File: src/rtl/cla_multiword_seq_adder_pkg.sv
// Shared constants and types for the multi-word CLA add/subtract sequencer.
package cla_multiword_seq_adder_pkg;

   // Width of one carry-lookahead slice; operands are processed this many bits per cycle.
   localparam int SLICE_W = 5;

   // Sequencer states: waiting for a request, rippling slices, presenting the result.
   typedef enum logic [1:0] {
      IDLE = 2'd0,
      RUN  = 2'd1,
      DONE = 2'd2
   } state_t;

endpackage

File: src/rtl/cla_multiword_seq_adder_if.sv
// Request/result handshake bundle for the multi-word sequential adder.
interface cla_multiword_seq_adder_if
   import cla_multiword_seq_adder_pkg::*;
#(
   parameter int WORDS = 4
);
   localparam int W = SLICE_W * WORDS;

   logic         in_valid;
   logic         in_ready;
   logic [W-1:0] in_a;
   logic [W-1:0] in_b;
   logic         in_cin;
   logic         in_sub;
   logic         out_valid;
   logic         out_ready;
   logic [W-1:0] out_sum;
   logic         out_cout;
   logic         out_ovf;

   // Requester / result consumer side.
   modport master (
      output in_valid, in_a, in_b, in_cin, in_sub, out_ready,
      input  in_ready, out_valid, out_sum, out_cout, out_ovf
   );

   // Adder side.
   modport slave (
      input  in_valid, in_a, in_b, in_cin, in_sub, out_ready,
      output in_ready, out_valid, out_sum, out_cout, out_ovf
   );

endinterface

File: src/rtl/cla_multiword_seq_adder_cla.sv
// Combinational 5-bit carry-lookahead adder slice built from generate/propagate terms.
module carry_lookahead_adder_5bit_gates
   import cla_multiword_seq_adder_pkg::*;
(
   input  logic [SLICE_W-1:0] a,
   input  logic [SLICE_W-1:0] b,
   input  logic               cin,
   output logic [SLICE_W-1:0] sum,
   output logic               cout
);
   logic [SLICE_W-1:0] g_s;
   logic [SLICE_W-1:0] p_s;
   logic [SLICE_W:0]   c_s;

   assign g_s = a & b;
   assign p_s = a ^ b;

   // Every carry is expanded directly from cin so no carry ripples inside the slice.
   assign c_s[0] = cin;
   assign c_s[1] = g_s[0] | (p_s[0] & cin);
   assign c_s[2] = g_s[1] | (p_s[1] & g_s[0]) | (p_s[1] & p_s[0] & cin);
   assign c_s[3] = g_s[2] | (p_s[2] & g_s[1]) | (p_s[2] & p_s[1] & g_s[0])
                 | (p_s[2] & p_s[1] & p_s[0] & cin);
   assign c_s[4] = g_s[3] | (p_s[3] & g_s[2]) | (p_s[3] & p_s[2] & g_s[1])
                 | (p_s[3] & p_s[2] & p_s[1] & g_s[0])
                 | (p_s[3] & p_s[2] & p_s[1] & p_s[0] & cin);
   assign c_s[5] = g_s[4] | (p_s[4] & g_s[3]) | (p_s[4] & p_s[3] & g_s[2])
                 | (p_s[4] & p_s[3] & p_s[2] & g_s[1])
                 | (p_s[4] & p_s[3] & p_s[2] & p_s[1] & g_s[0])
                 | (p_s[4] & p_s[3] & p_s[2] & p_s[1] & p_s[0] & cin);

   assign sum  = p_s ^ c_s[SLICE_W-1:0];
   assign cout = c_s[SLICE_W];

endmodule

File: src/rtl/cla_multiword_seq_adder.sv
// Multi-precision add/subtract sequencer: one 5-bit CLA slice per cycle, LSB chunk first,
// with the slice carry rippled through a register between cycles.
module cla_multiword_seq_adder
   import cla_multiword_seq_adder_pkg::*;
#(
   parameter int WORDS = 4
)(
   input logic                      clk,
   input logic                      rst,
   cla_multiword_seq_adder_if.slave bus
);
   localparam int                W        = SLICE_W * WORDS;
   localparam int                IDX_W    = (WORDS > 1) ? $clog2(WORDS) : 1;
   localparam logic [IDX_W-1:0]  LAST_IDX = IDX_W'(WORDS - 1);

   state_t             state_r;
   logic [W-1:0]       a_r;
   logic [W-1:0]       b_r;           // already inverted for subtraction
   logic [W-1:0]       sum_r;
   logic               carry_r;
   logic [IDX_W-1:0]   idx_r;
   logic               in_ready_r;
   logic               out_valid_r;
   logic [W-1:0]       out_sum_r;
   logic               out_cout_r;
   logic               out_ovf_r;

   int unsigned        base_s;
   logic [SLICE_W-1:0] chunk_a_s;
   logic [SLICE_W-1:0] chunk_b_s;
   logic [SLICE_W-1:0] slice_sum_s;
   logic               slice_cout_s;
   logic               ovf_s;

   // Chunks come only from the registered operands, never from the request bus.
   assign base_s    = 32'(idx_r) * 32'(SLICE_W);
   assign chunk_a_s = a_r[base_s +: SLICE_W];
   assign chunk_b_s = b_r[base_s +: SLICE_W];

   // Signed overflow: operands agree in sign but the result does not.
   assign ovf_s = (a_r[W-1] == b_r[W-1]) && (sum_r[W-1] != a_r[W-1]);

   carry_lookahead_adder_5bit_gates u_slice (
      .a    (chunk_a_s),
      .b    (chunk_b_s),
      .cin  (carry_r),
      .sum  (slice_sum_s),
      .cout (slice_cout_s)
   );

   assign bus.in_ready  = in_ready_r;
   assign bus.out_valid = out_valid_r;
   assign bus.out_sum   = out_sum_r;
   assign bus.out_cout  = out_cout_r;
   assign bus.out_ovf   = out_ovf_r;

   // Sequencer FSM with operand, sum, carry, index and output registers.
   always_ff @(posedge clk or posedge rst) begin
      if (rst) begin
         state_r     <= IDLE;
         a_r         <= '0;
         b_r         <= '0;
         sum_r       <= '0;
         carry_r     <= 1'b0;
         idx_r       <= '0;
         in_ready_r  <= 1'b1;
         out_valid_r <= 1'b0;
         out_sum_r   <= '0;
         out_cout_r  <= 1'b0;
         out_ovf_r   <= 1'b0;
      end else begin
         case (state_r)
            IDLE: begin
               if (bus.in_valid && in_ready_r) begin
                  a_r        <= bus.in_a;
                  b_r        <= bus.in_sub ? ~bus.in_b : bus.in_b;
                  carry_r    <= bus.in_sub ? 1'b1 : bus.in_cin;
                  idx_r      <= '0;
                  in_ready_r <= 1'b0;
                  state_r    <= RUN;
               end
            end
            RUN: begin
               sum_r[base_s +: SLICE_W] <= slice_sum_s;
               carry_r                  <= slice_cout_s;
               if (idx_r == LAST_IDX) begin
                  state_r <= DONE;
               end else begin
                  idx_r <= idx_r + IDX_W'(1);
               end
            end
            DONE: begin
               // First DONE cycle publishes the result; afterwards it is held until taken.
               if (!out_valid_r) begin
                  out_sum_r   <= sum_r;
                  out_cout_r  <= carry_r;
                  out_ovf_r   <= ovf_s;
                  out_valid_r <= 1'b1;
               end else if (bus.out_ready) begin
                  out_valid_r <= 1'b0;
                  in_ready_r  <= 1'b1;
                  state_r     <= IDLE;
               end
            end
            default: begin
               state_r     <= IDLE;
               in_ready_r  <= 1'b1;
               out_valid_r <= 1'b0;
            end
         endcase
      end
   end

endmodule

File: src/flat_wrapper.sv
// flat-port wrapper written by rule: the top's interface ports become plain ports
module cla_multiword_seq_adder_flat import cla_multiword_seq_adder_pkg::*;
#(
   parameter int WORDS = 4
)
  (clk, rst, bus_in_valid, bus_in_a, bus_in_b, bus_in_cin, bus_in_sub, bus_out_ready, bus_in_ready, bus_out_valid, bus_out_sum, bus_out_cout, bus_out_ovf);
  cla_multiword_seq_adder_if #(.WORDS(WORDS)) bus_i ();
  input logic clk;
  input logic rst;
  input wire logic [$bits(bus_i.in_valid)-1:0] bus_in_valid;
  input wire logic [$bits(bus_i.in_a)-1:0] bus_in_a;
  input wire logic [$bits(bus_i.in_b)-1:0] bus_in_b;
  input wire logic [$bits(bus_i.in_cin)-1:0] bus_in_cin;
  input wire logic [$bits(bus_i.in_sub)-1:0] bus_in_sub;
  input wire logic [$bits(bus_i.out_ready)-1:0] bus_out_ready;
  output wire logic [$bits(bus_i.in_ready)-1:0] bus_in_ready;
  output wire logic [$bits(bus_i.out_valid)-1:0] bus_out_valid;
  output wire logic [$bits(bus_i.out_sum)-1:0] bus_out_sum;
  output wire logic [$bits(bus_i.out_cout)-1:0] bus_out_cout;
  output wire logic [$bits(bus_i.out_ovf)-1:0] bus_out_ovf;
  assign bus_i.in_valid = bus_in_valid;
  assign bus_i.in_a = bus_in_a;
  assign bus_i.in_b = bus_in_b;
  assign bus_i.in_cin = bus_in_cin;
  assign bus_i.in_sub = bus_in_sub;
  assign bus_i.out_ready = bus_out_ready;
  assign bus_in_ready = bus_i.in_ready;
  assign bus_out_valid = bus_i.out_valid;
  assign bus_out_sum = bus_i.out_sum;
  assign bus_out_cout = bus_i.out_cout;
  assign bus_out_ovf = bus_i.out_ovf;
  cla_multiword_seq_adder #(.WORDS(WORDS)) u_core (.clk(clk), .rst(rst), .bus(bus_i));
endmodule
File: config.mk
export PLATFORM = sky130hd
export DESIGN_NAME = cla_multiword_seq_adder_flat
export DESIGN_NICKNAME = d
export VERILOG_FILES = /design/src/rtl/cla_multiword_seq_adder_pkg.sv /design/src/rtl/cla_multiword_seq_adder_if.sv /design/src/rtl/cla_multiword_seq_adder_cla.sv /design/src/rtl/cla_multiword_seq_adder.sv /design/src/flat_wrapper.sv
export SDC_FILE = /design/constraint.sdc
export NUM_CORES = 1
export LEC_CHECK = 0
export BUFFER_PORTS_ARGS = -buffer_cell sky130_fd_sc_hd__buf_4
export CORE_AREA = 2 2 90 92
export CTS_CLUSTER_DIAMETER = 50
export DETAILED_ROUTE_END_ITERATION = 10
export DIE_AREA = 0 0 92 94
export HOLD_SLACK_MARGIN = 0.02
export PLACE_DENSITY = 0.88
export SKIP_CTS_REPAIR_TIMING = 1
export SLEW_MARGIN = 0
export SYNTH_ARGS = -nofsm -noshare
export SYNTH_HDL_FRONTEND = slang
export SYNTH_HIERARCHICAL = 1
export SYNTH_SLANG_ARGS = --single-unit
File: constraint.sdc
create_clock -name clk -period 3.99 [get_ports clk]
set_clock_uncertainty 0.1 [all_clocks]
set_input_delay 0.399 -clock clk [delete_from_list [all_inputs] [get_ports clk]]
set_output_delay 0.399 -clock clk [all_outputs]
set_load 0.03 [all_outputs]
==> flow_summary_export.csv, run 1 <==
group,metric,value,unit
yosys,yosysWarnings,6,
floorplanning,core.rowCount,32,
place,place.gp.congestion,0.826,
timing,rsz_0062_raised_after_global_routing,"false",
power_and_ir_drop,total_leakage_power,0.00237,µW
final_layout,nets,446,
power_and_ir_drop,worst_ir_drop_vdd,338,µV
yosys,yosysSeqAreaShare,0.531,
timing,hold_viol_final,0,
floorplanning,top_level_ports,70,
timing,final.min_clock_period,3.35,ns
critical_path,start_kind,"register",
critical_path,crit_path_max_fanout,17,
yosys,synth_seq_cells,89,
global_routing,number_of_global_route_vias_before_repair,2899,
critical_path,reg2reg_slack,0.64,ns
final_layout,most-common-layout-cells,"88 x dfrtp_1, 72 x buf_4, 41 x mux2_2, 26 x a21oi_1, 25 x nor2_1",
place,dpl_worst_slack,0.678,ns
global_routing,global_route.usage.total,0.209,
final_layout,area_growth_syn_to_layout,17.5,%
clock_network,clock-root-buffer,"clkbuf_8",
timing,timing.final.max_slew_violations,0,
global_routing,gr-total-overflow,0,
clock_network,tritoncts_num_sinks,89,
clock_network,cts_tree,"done",
drt,first_pass_iters,4,
floorplanning,die_h,94,µm
drt,drt-vias-per-instance,5.43,
global_routing,largest_net_degree_at_the_start_of_global_routing,61,
yosys,number_of_distinct_library_cells_after_synthesis,37,
final_layout,antenna_cells,0,
final_layout,finish.utilization,0.648,
critical_path,required_time_of_the_worst_setup_path,4.13,ns
final_layout,final_layout_size_suffix_gt1_frac,0.371,
timing,setup-tns-final,0,ns
flow_run,timing.max_cap.violations,0,
timing,finish_stage_setup_viols,0,
clock_network,cts-buffers-inserted,9,
drt,route.final.wire_length,8160,µm
place,hpwlAfterDp,6060,µm
yosys,synth_fp_nets,381,
clock_network,clk_pin_slew,0.08,ns
clock_network,clk_latency,0.35,ns
drt,antenna_violating_nets_post_route,0,
floorplanning,die_x,92,µm
timing,worst_slew_margin_rel,0.312,
power_and_ir_drop,pwr_per_cell_area,822,mW/mm²
outcome,status,"finished clean",
yosys,synthesis.area,0.00420,mm²
yosys,syn_area_per_cell,12.9,µm²
critical_path,critical_path_arrival,3.49,ns
power_and_ir_drop,sum_of_internal_switching_and_leakage_power,4050,µW
global_routing,grt_antenna_before_repair,0,
critical_path,timing.setup.critical_path_class,"reg2reg",
critical_path,cp-end-kind,"register",
drt,routed-via-count,2692,
final_layout,layout_commonest_cell,"dfrtp_1",
hold_path,holdCritPathClass,"in2async",
timing,post-route-period-util,0.839,
clock_network,h-tree-depth,3,
timing,worst_slack,0.642,ns
drt,avgRoutedWirePerCell,16.5,µm
global_routing,grt_pass1_wl,13900,µm
clock_network,cts_max_path_buffers,2,
timing,clock.fmax,299,MHz
floorplanning,core_area,0.00761,mm²
floorplanning,design.die.area,0.00865,mm²
floorplanning,floorplan.initialDensity,0.551,
drt,drc,0,
place,port-buffer-count,69,
yosys,syn-instance-count,324,
timing,worstMarginPinSlew,1.03,ns
drt,detailedRoute.firstIterationViolations,142,
-- worst max-delay path, cell delays in order, from the launching register on --
cell and delay, ns:
dfrtp_1 0.90, mux4_2 0.61, ha_1 0.37, and3_1 0.20, a2111o_1 0.45, xor2_1 0.19
nand2b_1 0.12, o31ai_1 0.30
-- synth_stat cells, drive strengths merged --
cell,count,area share
dfrtp,88,0.52
mux2,42,0.11
a21oi,26,0.031
nor2,25,0.022
xnor2,22,0.046
nand2,19,0.017
buf,16,0.032
o31ai,15,0.027
ha,10,0.030
inv,10,0.0089
mux4,10,0.054
nand2b,8,0.012
a22o,6,0.013
nand3b,4,0.010
nor3b,3,0.0092
a211oi,2,0.0048
a21o,2,0.0036
and3,2,0.0030
clkbuf,2,0.0018
o21ai,2,0.0024
xor2,2,0.0042
a2111o,1,0.0027
and2,1,0.0018
and3b,1,0.0021
dfstp,1,0.0063
fa,1,0.0048
nor4b,1,0.0057
nor4bb,1,0.0060
o21bai,1,0.0018
-- layer usage --
| metal | vias up | wire length (µm) | global-route usage |
|---|---|---|---|
| met5 | - | 0 | 0 |
| met4 | 0 | 161 | 0.0833 |
| met2 | 91 | 4320 | 0.362 |
| met1 | 1314 | 3280 | 0.254 |
| met3 | 14 | 404 | 0.0514 |
| li1 | 1273 | - | - |
-- sequential cells by signal, indices dropped and copies added, names as in the netlist --
register / flops
u_core/sum_r: 20
u_core/b_r: 20
u_core/bus.out_valid: 1
u_core/carry_r: 1
u_core/bus.in_ready: 1
u_core/a_r: 20
u_core/bus.out_sum: 20
u_core/state_r: 2
u_core/idx_r: 2
u_core/bus.out_cout: 1
u_core/bus.out_ovf: 1
-- metrics by stage --
stage | hold WS (ns) | area [µm²] | instances
CTS | 0.157 | 4930 | 496
global route | 0.162 | 4930 | 496
detailed placement | 0.367 | 4720 | 480
global placement | 0.358 | 4720 | 480
floorplan | 0.343 | 4200 | 324
finish | 0.154 | 4930 | 496
-- path summary, 6_finish.rpt --
| path | startpoint | cells past startpoint | endpoint |
|---|---|---|---|
| max | u_core/idx_r[0] | 7 | u_core/sum_r[14] |
| min | rst | 2 | u_core/sum_r[11] |
| max reg2reg | u_core/idx_r[0] | 7 | u_core/sum_r[14] |
| min reg2reg | u_core/sum_r[7] | 2 | u_core/sum_r[7] |
| max in group asynchronous | rst | 3 | u_core/b_r[3] |
| min in group clk | bus_in_a[3] | 2 | u_core/a_r[3] |
-- where the power goes --
group | total (µW) | internal (µW) | switching, µW
Sequential | 1590 | 1260 | 326
Combinational | 1830 | 853 | 979
Clock | 632 | 341 | 291
-- logic make-up (layout without fill, tap and decap cells) --
kind of cell | after synthesis | after routing | share of synthesized area
AO/OA/AOI/OAI | 55 | 55 | 0.0856
XOR/XNOR | 24 | 24 | 0.0501
adder cells (fa/ha/maj) | 11 | 11 | 0.0346
buffers and inverters | 28 | 98 | 0.0429
flip-flops | 89 | 89 | 0.531
multiplexers | 52 | 52 | 0.166
AND/OR/NAND/NOR | 65 | 65 | 0.0892
-- final cells by class --
class                      count  area, µm²
clock buffer                  14        173
sequential                    89       2230
multi-input combinational    207       1790
tap                          102        128
clock inverter                 2       35.0
fill                         582       2680
timing repair buffer          72        541
inverter                      10       38.8
(Power assumes the default switching activity.)
==> inputs of run 2 (changes only) <==
Settings changed: ABC_AREA from default to 1, PLACE_DENSITY 0.88 to 0.87.
Clock period 3.99 ns to 3.4 ns, I/O delays scaled along.
==> flow_summary_export.csv, run 2 <==
group,metric,value,unit
outcome,status,"finished clean",
global_routing,largest_net_degree_at_the_start_of_global_routing,55,
drt,first_pass_iters,4,
drt,drt-vias-per-instance,5.07,
drt,route.layer.met1.wl,3750,µm
place,port-buffer-count,69,
clock_network,clock-root-buffer,"clkbuf_8",
final_layout,most-common-layout-cells,"188 x nand2_1, 88 x dfrtp_1, 75 x buf_4, 65 x o21ai_0, 27 x inv_1",
yosys,yosysSeqAreaShare,0.536,
drt,route.final.wire_length,8730,µm
clock_network,cts-buffers-inserted,9,
critical_path,cp_common_cell,"nand2_1",
final_layout,area_growth_syn_to_layout,18.8,%
clock_network,h-tree-depth,3,
timing,clock.fmax,395,MHz
drt,routed-via-count,3387,
yosys,synth_top_area_cell,"dfrtp_1",
yosys,synth_edf_count,0,
floorplanning,core.rowCount,32,
timing,worst_slack,0.870,ns
final_layout,nets,618,
flow_run,timing.max_cap.violations,0,
floorplanning,core_area,0.00761,mm²
timing,hold_viol_final,0,
yosys,largest_cells_by_area_after_synthesis,"dfrtp_1 53%, nand2_1 17%, o21ai_0 7.8%",
timing,worst_slew_margin_rel,0.564,
timing,setup-tns-final,0,ns
floorplanning,die_h,94,µm
final_layout,final_layout_size_suffix_gt1_frac,0.173,
critical_path,cpLargestDelayFamily,"simple AND/OR/NAND/NOR gates",
critical_path,critPathSlowestCell,"dfrtp_1",
hold_path,holdCritPathClass,"in2reg",
yosys,asyncSetResetFlopFracSynth,1.00,
clock_network,clk_latency,0.36,ns
clock_network,clk_pin_slew,0.09,ns
critical_path,cp-end-kind,"register",
yosys,synthesis.area,0.00416,mm²
critical_path,timing.critical_path.cells,"inv_1 > o21ai_0 > o22ai_1 > ha_1 > nand2_1 > nand3_2 > nand2_1 > nand3_1 > nand2_1 > nand3_1 > o21ai_0",
final_layout,seqCellArea,0.00223,mm²
clock_network,tritoncts_num_sinks,89,
global_routing,grt_pass1_wl,15000,µm
global_routing,global_route.usage.total,0.219,
drt,wl_met2,4500,µm
power_and_ir_drop,worst_ir_drop_vdd,450,µV
global_routing,gr-total-overflow,0,
timing,timing.final.max_slew_violations,0,
timing,rsz_0062_raised_after_global_routing,"false",
floorplanning,die_x,92,µm
place,hpwlAfterDp,6400,µm
timing,finish_stage_setup_viols,0,
yosys,synth_ff_type,"dfrtp_1",
timing,post-route-period-util,0.744,
drt,avgRoutedWirePerCell,13.1,µm
power_and_ir_drop,pwr_per_cell_area,913,mW/mm²
yosys,synthMostInstantiatedCell,"nand2_1",
clock_network,cts_max_path_buffers,2,
drt,wl_met3,309,µm
critical_path,timing.critical_path.slowest_cell_delay,0.53,ns
yosys,syn-instance-count,496,
clock_network,cts_tree,"done",
yosys,synth_commonest_cells,"188 x nand2_1, 88 x dfrtp_1, 65 x o21ai_0",
drt,highest_layer,"met4",
global_routing,number_of_global_route_vias_before_repair,3312,
critical_path,r2r_start,"u_core/idx_r[1]",
critical_path,crit_path_max_fanout,14,
floorplanning,floorplan.initialDensity,0.547,
drt,detailedRoute.firstIterationViolations,184,
timing,worstMarginPinSlew,0.653,ns
place,dpl_worst_slack,0.952,ns
power_and_ir_drop,total_leakage_power,0.00257,µW
final_layout,multiInputGateArea,0.00172,mm²
final_layout,final.fill_count,655,
yosys,number_of_distinct_library_cells_after_synthesis,22,
critical_path,timing.setup.critical_path_class,"reg2reg",
floorplanning,design.die.area,0.00865,mm²
final_layout,antenna_cells,0,
timing,final.min_clock_period,2.53,ns
drt,antenna_violating_nets_post_route,0,
yosys,synth_fp_nets,553,
yosys,syn_area_per_cell,8.39,µm²
global_routing,grt_antenna_before_repair,0,
critical_path,cp-startpoint,"u_core/idx_r[1]",
yosys,synth_seq_cells,89,
final_layout,layout_commonest_cell,"nand2_1",
hold_path,timing.hold.worst.start,"bus_in_a[17]",
critical_path,worstPathBufferInverterCount,1,
place,place.gp.congestion,0.898,
critical_path,start_kind,"register",
yosys,yosysWarnings,6,
floorplanning,top_level_ports,70,
critical_path,critical_path_arrival,2.70,ns
yosys,synth_top_area_share,0.529,
drt,drc,0,
critical_path,required_time_of_the_worst_setup_path,3.57,ns
## run 2: worst reg2reg max path, delay by kind of cell, from the launching register on
| kind | cells | cell delay [ns] |
|---|---|---|
| simple gates | 6 | 0.63 |
| compound gates | 3 | 0.55 |
| fa+ha+maj | 1 | 0.29 |
| flops | 1 | 0.53 |
| buf+inv | 1 | 0.34 |
## run 2: final cells by class
type,count,area share
timing repair buffer,76,0.116
multi-input combinational,356,0.348
clock buffer,11,0.0286
tap,102,0.0258
sequential,89,0.451
inverter,29,0.0223
clock inverter,5,0.00835
## run 2: layer usage
metal	up-vias	global-route usage
met3	13	0.0514
met1	1589	0.270
met5	-	0
li1	1705	-
met2	80	0.390
met4	0	0.0560
## run 2: final timing paths
path	to	slack (ns)	depth (start not counted)
min in group asynchronous	u_core/bus.out_sum[14]	0.53	4
worst max register to register	u_core/sum_r[8]	0.87	11
worst max-delay path	u_core/sum_r[8]	0.87	11
worst min register to register	u_core/bus.out_sum[12]	0.38	2
worst min-delay path	u_core/a_r[17]	0.08	3
max in group asynchronous	u_core/idx_r[0]	2.14	4
## run 2: cell families (layout without fill, tap and decap cells)
logic type / Yosys count / count (layout) / share of synthesized area
simple gates: 245 / 245 / 0.236
flops: 89 / 89 / 0.536
compound gates: 78 / 78 / 0.0969
buf+inv: 51 / 121 / 0.0505
xor+xnor: 22 / 22 / 0.0463
fa+ha+maj: 11 / 11 / 0.0349
## run 2: power by group
| part | leakage (µW) | internal (µW) | switching (µW) |
|---|---|---|---|
| combinational | 0.00132 | 753 | 1350 |
| sequential | 0.00117 | 1480 | 282 |
| clock | 0.0000857 | 289 | 366 |
## run 2: through the flow
| step | hold slack [ns] | instance area (µm²) | utilization | total power, µW | cells |
|---|---|---|---|---|---|
| CTS | -0.0103 | 4930 | 0.648 | 4520 | 667 |
| detailed placement | 0.360 | 4750 | 0.624 | 3860 | 651 |
| global route | 0.0798 | 4940 | 0.650 | 4920 | 668 |
| global placement | 0.355 | 4750 | 0.624 | 3770 | 651 |
| finish | 0.0760 | 4940 | 0.650 | 4510 | 668 |
| floorplan | 0.344 | 4160 | - | 3260 | 496 |
